**src/rtl/layer4_frame_loader.sv**
```systemverilog
// Serial-to-parallel frame loader feeding the layer-4 nodes; frames appear on A*x one edge after the last word.
// Holds in_ready low for NODE_LAT cycles after each load, then pulses node_valid and resumes filling.
module layer4_frame_loader #(
    parameter int NUM_IN   = 15,
    parameter int NODE_LAT = 3
) (
    input  logic        clk,
    input  logic        reset,
    input  logic [15:0] in_data,
    input  logic        in_valid,
    output logic        in_ready,
    input  logic        clear,
    output logic [15:0] A0x,
    output logic [15:0] A1x,
    output logic [15:0] A2x,
    output logic [15:0] A3x,
    output logic [15:0] A4x,
    output logic [15:0] A5x,
    output logic [15:0] A6x,
    output logic [15:0] A7x,
    output logic [15:0] A8x,
    output logic [15:0] A9x,
    output logic [15:0] A10x,
    output logic [15:0] A11x,
    output logic [15:0] A12x,
    output logic [15:0] A13x,
    output logic [15:0] A14x,
    output logic        frame_valid,
    output logic        node_valid,
    output logic [3:0]  fill_count
);

    typedef enum logic {FILL, HOLD} state_t;

    localparam logic [3:0] FILL_LAST = 4'(NUM_IN - 1);
    localparam logic [2:0] HOLD_LAST = 3'(NODE_LAT - 1);

    state_t      state_q, state_d;
    logic [3:0]  fill_cnt_q, fill_cnt_d;
    logic [2:0]  hold_cnt_q, hold_cnt_d;
    logic [15:0] stage_q [15];
    logic [15:0] stage_d [15];
    logic [15:0] a_q [15];
    logic [15:0] a_d [15];
    logic [15:0] a_out [15];
    logic        frame_valid_q, frame_valid_d;
    logic        node_valid_q, node_valid_d;

    always_comb begin
        state_d       = state_q;
        fill_cnt_d    = fill_cnt_q;
        hold_cnt_d    = hold_cnt_q;
        stage_d       = stage_q;
        a_d           = a_q;
        frame_valid_d = 1'b0;
        node_valid_d  = 1'b0;
        case (state_q)
            FILL: begin
                // clear beats a simultaneous accept, even on the completing word
                if (clear) begin
                    fill_cnt_d = 4'd0;
                end else if (in_valid) begin
                    stage_d[fill_cnt_q] = in_data;
                    if (fill_cnt_q == FILL_LAST) begin
                        a_d           = stage_d;
                        fill_cnt_d    = 4'd0;
                        hold_cnt_d    = 3'd0;
                        state_d       = HOLD;
                        frame_valid_d = 1'b1;
                    end else begin
                        fill_cnt_d = fill_cnt_q + 4'd1;
                    end
                end
            end
            HOLD: begin
                if (hold_cnt_q == HOLD_LAST) begin
                    hold_cnt_d   = 3'd0;
                    state_d      = FILL;
                    node_valid_d = 1'b1;
                end else begin
                    hold_cnt_d = hold_cnt_q + 3'd1;
                end
            end
            default: state_d = FILL;
        endcase
    end

    always_ff @(posedge clk) begin
        if (reset) begin
            state_q       <= FILL;
            fill_cnt_q    <= 4'd0;
            hold_cnt_q    <= 3'd0;
            stage_q       <= '{default: '0};
            a_q           <= '{default: '0};
            frame_valid_q <= 1'b0;
            node_valid_q  <= 1'b0;
        end else begin
            state_q       <= state_d;
            fill_cnt_q    <= fill_cnt_d;
            hold_cnt_q    <= hold_cnt_d;
            stage_q       <= stage_d;
            a_q           <= a_d;
            frame_valid_q <= frame_valid_d;
            node_valid_q  <= node_valid_d;
        end
    end

    for (genvar k = 0; k < 15; k++) begin : g_tie
        assign a_out[k] = (k < NUM_IN) ? a_q[k] : 16'h0000;
    end

    assign in_ready    = (state_q == FILL);
    assign frame_valid = frame_valid_q;
    assign node_valid  = node_valid_q;
    assign fill_count  = fill_cnt_q;

    assign A0x  = a_out[0];
    assign A1x  = a_out[1];
    assign A2x  = a_out[2];
    assign A3x  = a_out[3];
    assign A4x  = a_out[4];
    assign A5x  = a_out[5];
    assign A6x  = a_out[6];
    assign A7x  = a_out[7];
    assign A8x  = a_out[8];
    assign A9x  = a_out[9];
    assign A10x = a_out[10];
    assign A11x = a_out[11];
    assign A12x = a_out[12];
    assign A13x = a_out[13];
    assign A14x = a_out[14];

endmodule

```
**config.mk**
```make
export PLATFORM = sky130hd
export DESIGN_NAME = layer4_frame_loader
export DESIGN_NICKNAME = d
export VERILOG_FILES = /design/src/rtl/layer4_frame_loader.sv
export SDC_FILE = /design/constraint.sdc
export NUM_CORES = 1
export LEC_CHECK = 0
export CELL_PAD_IN_SITES_DETAIL_PLACEMENT = 1
export CELL_PAD_IN_SITES_GLOBAL_PLACEMENT = 1
export CORE_MARGIN = 2
export CORE_UTILIZATION = 44
export DETAILED_ROUTE_END_ITERATION = 7
export PLACE_DENSITY_LB_ADDON = 0.15
export SETUP_SLACK_MARGIN = 0.3
export SYNTH_ARGS = -nofsm -noshare
export SYNTH_HDL_FRONTEND = slang
export SYNTH_SLANG_ARGS = --single-unit
export TNS_END_PERCENT = 30
```
**constraint.sdc**
```tcl
create_clock -name clk -period 3.9 [get_ports clk]
set_input_delay 0.585 -clock clk [delete_from_list [all_inputs] [get_ports clk]]
set_output_delay 0.585 -clock clk [all_outputs]
set_load 0.01 [all_outputs]
```
==> impl_results.md, run 1 <==
* Status: completed
* Reg-to-reg slack, setup at roughly 910 ps
* Worst R2R Start: fill_count[0]
* Clock buffer depth at 3
* Post-DR wirelength/cell at between 20 and 25 um
* Register Area at around 9500 um2
* Buffers added on ports at roughly 270
* Initial core utilization at between 40% and 50%
* WP data arrival at around 3500 ps
* GP Congestion at roughly 0.79
* DR vias at 18000
* Max-cap violations at 0
* # fillers at between 5000 and 6000
* Detail Route Antenna Nets at 0
* Startpoint Class: flop
* Async S/R FF share, synth at 0%
* Post-synth EDFFs at 0
* Syn Nets at roughly 2300
* Clk sinks at 474
* Worst-path clk slew at around 60 ps
* Die Wd at between 200 and 250 um
* Setup TNS at 0 ps
* Critical path startpoint: fill_count[0]
* Hold WC Path Type: reg2reg
* Worst setup EP type: flop
* Die Y at 214 um
* Vias in the first global route at around 18000
* P per Cell Area at between 400 and 500 nW/um2
* Top_reg_cell synth: dfxtp_1
* Tmin final at approximately 3000 ps
* First-pass GRT wire length at ~110 mm
* Setup violations, final at 0
* CTS Root Cell: clkbuf_16
* Total GRT Usage at between 20% and 30%
* Hold-fix buffers at CTS at 0
* Iteration-0 DRC Markers at 1395
* Final setup skew at 11.3 ps
* Pin count of the biggest net entering global routing at ~140
* TritonCTS Buffers at 50
* # IOs at approximately 270
* Area Growth Syn to Fin at 20.9%
* DP Wirelength at 39.4 mm
* CTS H-tree lvls at 2
* # nets final at between 2000 and 2500
* Cell Rows at 77
* RSZ-0062 raised after global routing: no
* CP max FO at 97
* Hold Vio Cnt, Final at 0
* Detailed-route vias per instance at between 5 and 6
* Crit share post-route at between 70% and 80%
* Postcts setup bufs at 0
* Share of post-route cells with drive strength above 1 at 5.88%
* Max IR drop VDD at 0.274 mV
* Post-cts resize count at 0
* Lkg Pwr at 7.39 nW
* Die ar. at roughly 46000 um2
* Iteration count of the initial detailed-routing pass at 5
* Initial antenna violation count at 0
* Slew Viols, Final at 0
* FF-to-FF End: hold_cnt_q[2]
* Distinct cells, synth at 37
* Antenna cells at 0
* Critical path class: reg2reg
* DRC viols at 0
* Overflow after GRT at 0
* Mean area per synthesized cell at 8.42 um2
* Finished Cell Area at around 24000 um2
* Area of the multi-input gates at just under 9000 um2
* YS warnings at 0
* Synthesized flop and latch total at 474
* Worst Reg2Reg Path Length in Cells at 5
* Worst-Margin Slew at between 1000 and 1500 ps
* Worst endpoint required time at 4390 ps
* Final Routed Wirelength at 68.3 mm
* CTS tree: built
* CP Capture Point: hold_cnt_q[2]
* Max Fclk at between 300 and 400 MHz
* Core Box Area at ~44000 um2
* Syn Inst Count at 2308
* Worst-Skew Late Latency at roughly 600 ps
* Post-Syn Area at about 19000 um2
* Sequential-to-total area share from yosys stat at roughly 49%
* DP Area at approximately 22000 um2
* Slew margin rel. at between 10% and 20%
-- metrics by stage --
stage	hold WS (ps)	setup WS [ps]	power, W	util [%]	instances
CTS	467	923	0.00996	53.5	3007
global route	492	714	0.0102	53.5	3008
floorplan	444	1960	0.00525	-	2308
finish	469	906	0.00990	53.5	3008
global placement	450	879	0.00541	50.0	2918
detailed placement	460	758	0.00541	50.0	2918
-- where the power goes --
| group | switching, W | internal [W] |
|---|---|---|
| registers | 0.0000109 | 0.00485 |
| clock network | 0.00198 | 0.00260 |
| logic | 0.000362 | 0.0000863 |
| total | 0.00236 | 0.00754 |
-- worst min-delay path by stage --
stage | start | endpoint | slack, ps | depth (start not counted)
final | stage_q[40] | A12x[8] | 470 | 2
after global routing | stage_q[42] | A12x[10] | 490 | 2
after CTS | stage_q[47] | A12x[15] | 470 | 2
after detailed placement | stage_q[143] | A6x[15] | 460 | 2
after global placement | stage_q[142] | A6x[14] | 450 | 2
after floorplan | stage_q[64] | A10x[0] | 440 | 2
-- routing by layer --
metal | track usage [%] | share of wire [%] | vias up
met5 | 0 | 0 | -
li1 | - | - | 8336
met2 | 48.1 | 47 | 483
met4 | 12.6 | 4.4 | 0
met3 | 4.72 | 4.9 | 153
met1 | 36.9 | 43 | 9031
-- synth_stat cells, types with 2 or more instances --
cell type	instances	area [um2]
and4bb_2	3	37.5
nand4b_1	5	43.8
buf_2	90	450
clkbuf_1	181	679
buf_4	15	113
o21ai_0	240	1200
buf_1	4	15.0
nor2_1	4	15.0
and4b_1	3	30.0
nand3_1	240	1200
mux2i_1	80	801
nand4bb_1	3	33.8
nor4b_4	4	95.1
nand4_2	2	25.0
a21oi_1	390	1950
dfxtp_1	474	9490
o21ai_1	5	25.0
nand2_1	296	1110
or4b_2	2	20.0
a31oi_1	3	18.8
a311oi_1	148	1300
buf_6	2	22.5
nand2b_1	98	613
nor2b_1	3	18.8
-- state kept, by name, summed over array words and instances (netlist names), 4 cells and up --
name and cells:
stage_q 224, A0x 16, A10x 16, A11x 16
A12x 16, A13x 16, A14x 16, A1x 16
A2x 16, A3x 16, A4x 16, A5x 16
A6x 16, A7x 16, A8x 16, A9x 16
fill_count 4
-- cell families (layout without fill, tap and decap cells) --
family | Yosys count | count (layout) | synth area share (%)
compound gates | 787 | 787 | 23.1
flops | 474 | 474 | 48.8
mux | 80 | 80 | 4.12
simple gates | 672 | 672 | 17.2
buf+inv | 295 | 403 | 6.73
-- placed cells by master (no fill, tap or decap), types with 2 or more instances in the layout --
cell and n:
buf_12 7, clkbuf_1 20, mux2i_1 80, nand4b_1 5, a31oi_1 3, o21ai_1 5
clkinv_2 4, o21ai_0 240, nand2b_1 98, nor2b_1 3, nor2_1 4, and4b_1 2
buf_8 2, buf_4 39, nand4_2 2, buf_2 6, a21oi_1 390, nand2_1 296
and4bb_2 3, or4b_2 2, nand3_1 240, clkdlybuf4s50_1 258, nand4bb_1 3, clkbuf_8 12
clkbuf_16 50, dfxtp_1 472, a311oi_1 148, nor4b_4 4, inv_6 2, dfxtp_2 2
-- cell type report --
cell class	count	share of cell area, %
clock inverter	7	0.229
multi-input combinational	1539	36.8
tap	592	3.15
inverter	1	0.0160
sequential	474	40.4
clock buffer	82	6.34
timing repair buffer	313	13.1
-- worst max-delay path, cell delays in order, from the launching register on --
cell      delay, ps
dfxtp_1         830
buf_4           330
nand4b_1        220
buf_4           800
o21ai_0         360
a311oi_1        330
Note: power is estimated with default switching activity, not from simulation.
==> inputs of run 2 (changes only) <==
--- a/config.mk
+++ b/config.mk
@@ -8,7 +8,7 @@
 export CELL_PAD_IN_SITES_DETAIL_PLACEMENT = 1
 export CELL_PAD_IN_SITES_GLOBAL_PLACEMENT = 1
 export CORE_MARGIN = 2
-export CORE_UTILIZATION = 44
+export CORE_UTILIZATION = 41
 export DETAILED_ROUTE_END_ITERATION = 7
 export PLACE_DENSITY_LB_ADDON = 0.15
 export SETUP_SLACK_MARGIN = 0.3
==> constraint.sdc (replaced) <==
create_clock -name clk -period 3.05 [get_ports clk]
set_input_delay 0.4575 -clock clk [delete_from_list [all_inputs] [get_ports clk]]
set_output_delay 0.4575 -clock clk [all_outputs]
set_load 0.01 [all_outputs]
==> run 2 against run 1 <==
  * The flow now finishes with violations (design-rule violations)
  * Via count fell by 1.2%
  * Routed wire length rose by 0.74%
  * Total power rose by 38%
  * First-iteration DRC count fell by 9.4%
  * Register-to-register slack got worse by 280 ps
  * Sequential power rose by 28%
  * Hold slack got worse by 160 ps
==> impl_results.md, run 2 (synthesis gave the netlist of run 1 again) <==
* Status: finished with violations
* Failing checks: design-rule violations
* Clock power share at 50.1%
* TritonCTS Buffers at 52
* Startpoint Class: flop
* Area Growth Syn to Fin at 23.6%
* P_int at about 0.010 W
* Hold-fix buffers at CTS at 0
* Switching Power at ~0.0032 W
* Worst-path clk slew at around 60 ps
* Hold Vio Cnt, Final at 0
* Worst-Skew Late Latency at 630 ps
* Max-cap violations at 0
* Overflow after GRT at 0
* Max Fclk at around 380 MHz
* CP max FO at 29
* Register Area at ~9500 um2
* DR vias at 17800
* Hold Path Depth at 3
* Sw Share at a little under a quarter
* Reg-to-reg slack, setup at around 630 ps
* Clock buffer depth at 3
* Initial antenna violation count at 1
* Pin count of the biggest net entering global routing at 121
* P per Cell Area at 569 nW/um2
* Die ar. at ~49000 um2
* Initial core utilization at about two fifths
* Worst endpoint required time at between 2000 and 3000 ps
* CP max stage cell: dfxtp_2
* Total GRT Usage at 27.1%
* Worst-Margin Slew at ~1000 ps
* CTS H-tree lvls at 2
* DP Area at 22100 um2
* Worst Reg2Reg Path Length in Cells at 3
* Met2 global-route usage at 44.8%
* Cell Rows at slightly below 80
* DRC viols at 15
* Worst hold path endpoint: stage_q[109]
* Worst setup EP type: output pin
* Postcts setup bufs at 0
* Setup TNS at 0 ps
* Critical path class: reg2out
* Worst path cell trace: clkdlybuf4s50_1
* RSZ-0062 raised after global routing: no
* Core Box Area at about 47000 um2
* FF-to-FF End: stage_q[99]
* # IOs at about 270
* Global Route met1 Usage at a little over a third
* GP Congestion at roughly 0.77
* Lkg Pwr at about 7.6 nW
* Worst R2R Start: fill_count[3]
* Crit share post-route at between 80 and 90%
* Commonest non-fill, non-tap cells in the layout: dfxtp_1 (470), a21oi_1 (390), nand2_1 (296)
* Detail Route Antenna Nets at 0
* Top delay family on crit path: flip-flops
* Buffers added on ports at roughly 270
* Vias in the first global route at roughly 18000
* Final Routed Wirelength at between 60 and 70 mm
* Buf/Inv on CP at 1
* # nets final at roughly 2400
* Die Y at 222 um
* Post-DR wirelength/cell at 22.7 um
* # fillers at 5369
* Share of post-route cells with drive strength above 1 at 7.45%
* Detailed-route vias per instance at 5.85
* Iteration count of the initial detailed-routing pass at 7
* Max reg flops at 224
* Die Wd at 222 um
* Iteration-0 DRC Markers at 1264
* Finished Cell Area at between 20000 and 25000 um2
* GRT Max-Usage Layer: met2
* First-pass GRT wire length at around 110 mm
* Max IR drop VDD at approximately 0.38 mV
* Reg with most FFs: stage_q
* WP data arrival at roughly 2200 ps
* CTS tree: built
* Post-cts resize count at 0
* Most common cell after layout, fill and taps aside: dfxtp_1
* Area of the multi-input gates at ~8600 um2
* Slew margin rel. at between 30% and 40%
* M3 GR Usage at ~4%
* Seq pwr share at between 40% and 50%
* CTS Root Cell: clkbuf_16
* Comb pwr share at 4.3%
* Hold WC Path Type: in2reg
* Max stage delay on crit path at 780 ps
* Min-delay src: in_data[13]
* Tmin final at ~2600 ps
* DP Wirelength at 40.1 mm
* Final setup skew at about 24 ps
* Setup violations, final at 0
* Clk sinks at around 470
* Slew Viols, Final at 0
==> run 2: cell count changes in the layout (fill, tap and decap cells not counted), moves of 2 or more <==
cell,previous run,this run
clkbuf_8,12,24
clkinvlp_4,0,2
buf_4,39,36
dfxtp_1,472,470
bufinv_16,0,5
clkinv_2,4,8
buf_2,6,11
clkdlybuf4s50_1,258,253
clkbuf_16,50,52
clkbuf_1,20,2
dfxtp_2,2,4
buf_12,7,17
==> run 2: metrics by stage <==
stage	setup WS (ps)	util [%]	power (W)	hold slack [ps]	instances
detailed placement	453	47.4	0.00695	458	2940
CTS	407	51.5	0.0138	291	3037
floorplan	1230	-	0.00671	444	2308
finish	440	51.5	0.0137	308	3038
global route	384	51.5	0.0141	312	3038
global placement	555	47.4	0.00694	450	2940
==> run 2: worst max path at each step <==
stage,to,slack (ps),from,cells after the start
after floorplan,stage_q[165],1230,clear,7
after global placement,A2x[2],550,clear,6
after detailed placement,A1x[2],450,clear,6
after CTS,fill_count[3],410,fill_count[3],1
after global routing,fill_count[3],380,fill_count[3],1
final,fill_count[3],440,fill_count[3],1
==> run 2: per-layer routing <==
| metal | wire length, um | up-vias | part of all wire [%] |
|---|---|---|---|
| met5 | 0 | - | 0 |
| met4 | 2290 | 0 | 3.3 |
| met3 | 3060 | 117 | 4.4 |
| met2 | 32700 | 406 | 47 |
| met1 | 30800 | 8912 | 45 |
| li1 | - | 8352 | - |
==> run 2: final cells by class <==
| cell class | instances | share of cell area [%] |
|---|---|---|
| Inverter | 1 | 0.0156 |
| Timing Repair Buffer | 319 | 13.4 |
| Clock inverter | 19 | 1.09 |
| Antenna cell | 1 | 0.0104 |
| Multi-Input combinational cell | 1539 | 36.0 |
| Tap cell | 607 | 3.16 |
| Clock buffer | 78 | 6.82 |
| Sequential cell | 474 | 39.5 |
==> run 2: power groups by stage <==
| stage | Sequential (W) | Combinational, W | Clock [W] |
|---|---|---|---|
| 2_1_floorplan | 0.00635 | 0.000363 | 0 |
| 3_3_place_gp | 0.00636 | 0.000585 | 0 |
| 3_5_place_dp | 0.00636 | 0.000591 | 0 |
| 4_1_cts | 0.00622 | 0.000593 | 0.00696 |
| 5_1_grt | 0.00622 | 0.000632 | 0.00722 |
| 6_report | 0.00622 | 0.000594 | 0.00685 |
==> run 2: worst reg2reg max path, cell delays in order (launching register included) <==
cell	delay (ps)
dfxtp_2	780
or4b_1	980
o21ai_0	400
a21oi_1	110
==> inputs of run 3 (changes only) <==
--- a/config.mk
+++ b/config.mk
@@ -12,6 +12,7 @@
 export DETAILED_ROUTE_END_ITERATION = 7
 export PLACE_DENSITY_LB_ADDON = 0.15
 export SETUP_SLACK_MARGIN = 0.3
+export SKIP_CTS_REPAIR_TIMING = 1
 export SYNTH_ARGS = -nofsm -noshare
 export SYNTH_HDL_FRONTEND = slang
 export SYNTH_SLANG_ARGS = --single-unit
==> results of run 3 <==
Final layout, timing and power as in run 2 (identical DEF).
